[config.mk]
export PLATFORM = sky130hd
export DESIGN_NAME = inst_fetch
export DESIGN_NICKNAME = d
export VERILOG_FILES = /design/src/rtl/mips_defs_pkg.sv /design/src/rtl/instr_field_split.sv /design/src/rtl/inst_fetch.sv
export SDC_FILE = /design/constraint.sdc
export NUM_CORES = 1
export LEC_CHECK = 0
export CORE_MARGIN = 3
export CORE_UTILIZATION = 50
export CTS_BUF_LIST = sky130_fd_sc_hd__clkbuf_8
export CTS_CLUSTER_DIAMETER = 40
export CTS_CLUSTER_SIZE = 8
export DETAILED_ROUTE_END_ITERATION = 10
export PLACE_DENSITY_LB_ADDON = 0.2
export SYNTH_ARGS = -nofsm -noshare
export SYNTH_HDL_FRONTEND = slang
export SYNTH_SLANG_ARGS = --single-unit
[constraint.sdc]
create_clock -name clk -period 6.9 [get_ports clk]
set_clock_uncertainty 0.1 [all_clocks]
set_input_delay 1.38 -clock clk [delete_from_list [all_inputs] [get_ports clk]]
set_output_delay 1.38 -clock clk [all_outputs]
set_load 0.005 [all_outputs]
[src/rtl/mips_defs_pkg.sv]
// Shared definitions for the MIPS-style front end: reset vector,
// instruction field positions, NOP encoding and fetch FSM states.
`timescale 1ns/1ps
package mips_defs;

  localparam logic [31:0] RESET_PC_DEFAULT = 32'h0000_3000;

  localparam int OPCODE_MSB = 31;
  localparam int OPCODE_LSB = 26;
  localparam int RS_MSB     = 25;
  localparam int RS_LSB     = 21;
  localparam int RT_MSB     = 20;
  localparam int RT_LSB     = 16;
  localparam int RD_MSB     = 15;
  localparam int RD_LSB     = 11;
  localparam int SHAMT_MSB  = 10;
  localparam int SHAMT_LSB  = 6;
  localparam int FUNCT_MSB  = 5;
  localparam int FUNCT_LSB  = 0;
  localparam int IMM_MSB    = 15;
  localparam int IMM_LSB    = 0;

  localparam logic [31:0] NOP_WORD = 32'h0000_0000;

  typedef enum logic {
    FETCH = 1'b0,
    WAIT  = 1'b1
  } fetch_state_e;

  // Fetch addresses are always word aligned; the low two bits are dropped.
  function automatic logic [31:0] word_align(input logic [31:0] addr);
    return {addr[31:2], 2'b00};
  endfunction

endpackage

[src/rtl/instr_field_split.sv]
// Pure combinational split of a 32-bit instruction word into its fields.
// Shared by the fetch stage and the later decode stages.
`timescale 1ns/1ps
module instr_field_split
  import mips_defs::*;
(
  input  logic [31:0] instr,
  output logic [5:0]  opcode,
  output logic [4:0]  rs,
  output logic [4:0]  rt,
  output logic [4:0]  rd,
  output logic [4:0]  shamt,
  output logic [5:0]  funct,
  output logic [15:0] imm16
);

  assign opcode = instr[OPCODE_MSB:OPCODE_LSB];
  assign rs     = instr[RS_MSB:RS_LSB];
  assign rt     = instr[RT_MSB:RT_LSB];
  assign rd     = instr[RD_MSB:RD_LSB];
  assign shamt  = instr[SHAMT_MSB:SHAMT_LSB];
  assign funct  = instr[FUNCT_MSB:FUNCT_LSB];
  assign imm16  = instr[IMM_MSB:IMM_LSB];

endmodule

[src/rtl/inst_fetch.sv]
// Instruction fetch stage: owns the PC, issues one outstanding word
// request at a time, holds the returned word in a stallable output slot
// and supports redirect with flush of an in-flight response.
`timescale 1ns/1ps
module inst_fetch
  import mips_defs::*;
#(
  parameter logic [31:0] RESET_PC = RESET_PC_DEFAULT
) (
  input  logic        clk,
  input  logic        rst,
  output logic        imem_req,
  output logic [31:0] imem_addr,
  input  logic        imem_ready,
  input  logic        imem_rvalid,
  input  logic [31:0] imem_rdata,
  input  logic        redirect,
  input  logic [31:0] redirect_pc,
  input  logic        stall,
  output logic        out_valid,
  output logic [31:0] out_pc,
  output logic [31:0] out_instr,
  output logic [5:0]  opcode,
  output logic [4:0]  rs,
  output logic [4:0]  rt,
  output logic [4:0]  rd,
  output logic [4:0]  shamt,
  output logic [5:0]  funct,
  output logic [15:0] imm16
);

  fetch_state_e state_q, state_d;
  logic [31:0]  pc_q, pc_d;
  logic [31:0]  req_pc_q, req_pc_d;
  logic         drop_q, drop_d;
  logic         out_valid_q, out_valid_d;
  logic [31:0]  out_pc_q, out_pc_d;
  logic [31:0]  out_instr_q, out_instr_d;
  logic         req_int;
  logic         unused_addr_bits;

  assign unused_addr_bits = ^redirect_pc[1:0];

  // A request may only go out when the slot is free or draining this cycle,
  // so a returning word can never overwrite an unconsumed instruction.
  always_comb begin
    req_int = (state_q == FETCH) && (!out_valid_q || !stall) && !redirect && !rst;
  end

  // Next-state logic: redirect wins over stall and rvalid; a flushed
  // request is tracked with drop until its response comes back.
  always_comb begin
    state_d     = state_q;
    pc_d        = pc_q;
    req_pc_d    = req_pc_q;
    drop_d      = drop_q;
    out_valid_d = out_valid_q;
    out_pc_d    = out_pc_q;
    out_instr_d = out_instr_q;

    if (out_valid_q && !stall) begin
      out_valid_d = 1'b0;
    end

    if (redirect) begin
      pc_d        = word_align(redirect_pc);
      out_valid_d = 1'b0;
    end

    case (state_q)
      FETCH: begin
        if (req_int && imem_ready) begin
          req_pc_d = pc_q;
          pc_d     = pc_q + 32'd4;
          state_d  = WAIT;
        end
      end
      WAIT: begin
        if (imem_rvalid) begin
          state_d = FETCH;
          drop_d  = 1'b0;
          if (!redirect && !drop_q) begin
            out_pc_d    = req_pc_q;
            out_instr_d = imem_rdata;
            out_valid_d = 1'b1;
          end
        end else if (redirect) begin
          drop_d = 1'b1;
        end
      end
      default: begin
        state_d = FETCH;
      end
    endcase
  end

  // State registers with asynchronous reset to the reset vector.
  always_ff @(posedge clk or posedge rst) begin
    if (rst) begin
      state_q     <= FETCH;
      pc_q        <= RESET_PC;
      req_pc_q    <= 32'd0;
      drop_q      <= 1'b0;
      out_valid_q <= 1'b0;
      out_pc_q    <= 32'd0;
      out_instr_q <= NOP_WORD;
    end else begin
      state_q     <= state_d;
      pc_q        <= pc_d;
      req_pc_q    <= req_pc_d;
      drop_q      <= drop_d;
      out_valid_q <= out_valid_d;
      out_pc_q    <= out_pc_d;
      out_instr_q <= out_instr_d;
    end
  end

  assign imem_req  = req_int;
  assign imem_addr = pc_q;
  assign out_valid = out_valid_q;
  assign out_pc    = out_pc_q;
  assign out_instr = out_instr_q;

  instr_field_split u_split (
    .instr  (out_instr_q),
    .opcode (opcode),
    .rs     (rs),
    .rt     (rt),
    .rd     (rd),
    .shamt  (shamt),
    .funct  (funct),
    .imm16  (imm16)
  );

endmodule

==> results by group <==
Run status
  – Status: completed

Synthesis
  – Area leader, netlist: dfrtp_1
  – Mean post-synth cell area: 11.2 sq um
  – Seq cells post-synth: 131
  – Synth top cells by count: dfrtp_1 (129), nand2_1 (112), mux2_2 (64), buf_4 (49), nor2_1 (16)
  – Syn Inst Count: 529
  – YS warnings: 0
  – Async SR Flop Fraction: 1.00
  – Most frequent cell after synthesis: dfrtp_1
  – Register area share after synthesis: 0.554
  – Synth area leaders: dfrtp_1 (55%), mux2_2 (12%), nand2_1 (7.1%), buf_4 (6.2%), nand3_1 (1.2%)
  – EDFF count, synth: 0
  – Synth Net Count: 600
  – Synth top area share: 0.545
  – Ys flop type: dfrtp_1
  – Cell variety after synth: 54
  – Cell Area, Synth: 0.00592 sq mm

Setup path
  – Critical Path Sink: imem_req
  – Crit Reg-Reg Startpoint: state_q
  – Req. time, crit path: 5.42 ns
  – Reg2Reg Depth: 5
  – CP startpoint: redirect
  – Largest fanout on the critical path: 30
  – Setup crit end kind: output port
  – Startpoint Class: primary input
  – Worst reg2reg setup slack: 3.87 ns
  – Critical path class: primary input to output port
  – Critical Path AT: 3.08 ns
  – RR Endpoint: imem_addr[26]

Clock network
  – Root buf cell: clkbuf_8
  – Clock latency on the worst-skew pair: 0.44 ns
  – Cts bufs inserted: 17
  – Setup bufs post-CTS: 0
  – H-tree levels: 4
  – CTS tree: done
  – Post-cts gate resize count: 0
  – CTS clock-pin slew for the worst setup and hold paths: 0.07 ns
  – CTS Hold Bufs: 0
  – Total number of clock tree sinks: 131
  – Clock Path Buffers: 2

STA
  – Unrepaired setup endpoints after global routing: no
  – Max_slew headroom: 0.290
  – Setup ws final: 2.34 ns
  – Endpoints failing setup: 0
  – Setup TNS: 0 ns
  – Fmax: 0.219 GHz
  – Tcrit/Tclk final: 0.661
  – Worst slew pin tran: 1.06 ns
  – Fin crit period: 4.56 ns
  – Final Hold Viols: 0
  – Final Max Slew Viols: 0

Floorplan
  – Die Y: 115 um
  – Core footprint: 0.0115 sq mm
  – # IOs: 216
  – Initial core utilization: 0.514
  – # rows: 39
  – Die Span X: 115 um
  – Die area: 0.0132 sq mm

Routing
  – WL final: 14.6 mm
  – DR vias/cell: 5.34
  – Drt wl/cell: 17.2 um
  – First DRT Iteration DRCs: 214
  – Vias: 4533
  – Antenna viol nets, final: 0
  – First-pass iteration count of the detailed router: 4
  – DR DRC count: 0

Global routing
  – Grt total ovfl: 0
  – First-pass GRT wire length: 23.2 mm
  – Initial antenna violation count: 0
  – GRT Resource Usage Total: 0.225
  – Pin count of the biggest net entering global routing: 76
  – Vias in the first global route: 4521

Cells and area
  – Share of post-route cells with drive strength above 1: 0.173
  – Area grow syn2layout: 39.6%
  – Final Net Count: 765
  – # fillers: 836
  – Diode count: 0

Power
  – VDD IR max: 0.166 mV
  – Leakage power: 3.54 nW
  – Final Power: 2.89 mW
  – Pwr dens: 350 mW/mm^2

Job
  – Max-cap viol count: 0

Worst hold path
  – Hold crit path type: register to register

Place
  – Final GP Congestion: 0.792
  – DP HPWL: 10.2 mm
  – Post-Place Worst Slack: 2.26 ns
  – IO Port Bufs: 213
[area by class of cell]
| cell class | count | area (sq um) | area share |
|---|---|---|---|
| well taps | 143 | 179 | 0.0217 |
| clock inverters | 13 | 209 | 0.0253 |
| flip-flops and latches | 131 | 3280 | 0.397 |
| clock buffers | 18 | 248 | 0.0300 |
| multi-input cells | 316 | 2140 | 0.259 |
| inverters | 11 | 46.3 | 0.00560 |
| repair buffers | 217 | 2160 | 0.262 |
[worst max-delay path: stages]
cell,delay [ns]
clkdlybuf4s50_1,0.40
buf_4,0.25
a2111oi_4,0.45
clkdlybuf4s50_1,0.59
[through the flow]
stage / utilization / cell area [sq um] / hold slack, ns / std cells
global placement: 0.678 / 7810 / 0.354 / 818
global route: 0.718 / 8260 / 0.391 / 849
floorplan: - / 5920 / 0.340 / 529
detailed placement: 0.678 / 7810 / 0.357 / 818
finish: 0.718 / 8260 / 0.369 / 849
CTS: 0.718 / 8260 / 0.375 / 849
[sequential cells by signal, summed over array words and instances (netlist names)]
name,cells
imem_addr,32
out_instr,32
out_pc,32
req_pc_q,32
drop_q,1
out_valid,1
state_q,1
[kinds of logic (layout without fill, tap and decap cells)]
| group | Yosys count | count (layout) | share of synthesized area |
|---|---|---|---|
| AO/OA/AOI/OAI | 59 | 59 | 0.0752 |
| buffers and inverters | 82 | 259 | 0.0858 |
| multiplexers | 66 | 66 | 0.125 |
| XOR/XNOR | 1 | 1 | 0.00148 |
| adder cells (fa/ha/maj) | 1 | 1 | 0.00211 |
| AND/OR/NAND/NOR | 189 | 189 | 0.156 |
| flip-flops | 131 | 131 | 0.554 |
[metal layers]
metal / GRT usage / vias to the layer above / wire length, um
met5: 0 / - / 0
met4: 0.0814 / 0 / 133
met3: 0.0563 / 10 / 1060
met2: 0.380 / 185 / 7470
met1: 0.284 / 2215 / 5950
li1: - / 2123 / -
[worst min-delay path by stage]
stage | start | endpoint | slack, ns | cells past startpoint
6_report | req_pc_q[0] | req_pc_q[0] | 0.37 | 2
5_1_grt | req_pc_q[0] | req_pc_q[0] | 0.39 | 2
4_1_cts | req_pc_q[0] | req_pc_q[0] | 0.38 | 2
3_5_place_dp | req_pc_q[0] | req_pc_q[0] | 0.36 | 2
3_3_place_gp | req_pc_q[10] | req_pc_q[10] | 0.35 | 2
2_1_floorplan | req_pc_q[18] | req_pc_q[18] | 0.34 | 2
[placed cells by master, fill, tap and decap left out, drive strengths merged, types with 2 or more instances in the layout]
master         netlist  final
clkdlybuf4s50        0    213
dfrtp              129    129
nand2              113    113
mux2                64     64
clkbuf               7     18
nand3               18     18
nor2                17     17
inv                 11     13
nor3                12     12
a21oi               11     11
o21ai                8      8
o22ai                7      7
nor4                 7      7
and3                 6      6
o211ai               6      6
a311oi               6      6
a211oi               5      5
bufinv               0      5
a221oi               5      5
buf                 64      4
nand4                4      4
clkinv               0      4
or3                  2      2
and4                 2      2
mux2i                2      2
nor2b                2      2
clkinvlp             0      2
dfstp                2      2
and2                 2      2
o311ai               2      2
[power breakdown]
group	switching, mW	internal (mW)	leakage [nW]
Sequential	0.168	0.995	1.62
Combinational	0.294	0.696	1.70
Clock	0.300	0.438	0.227
Power figures use the tool's default switching activity.
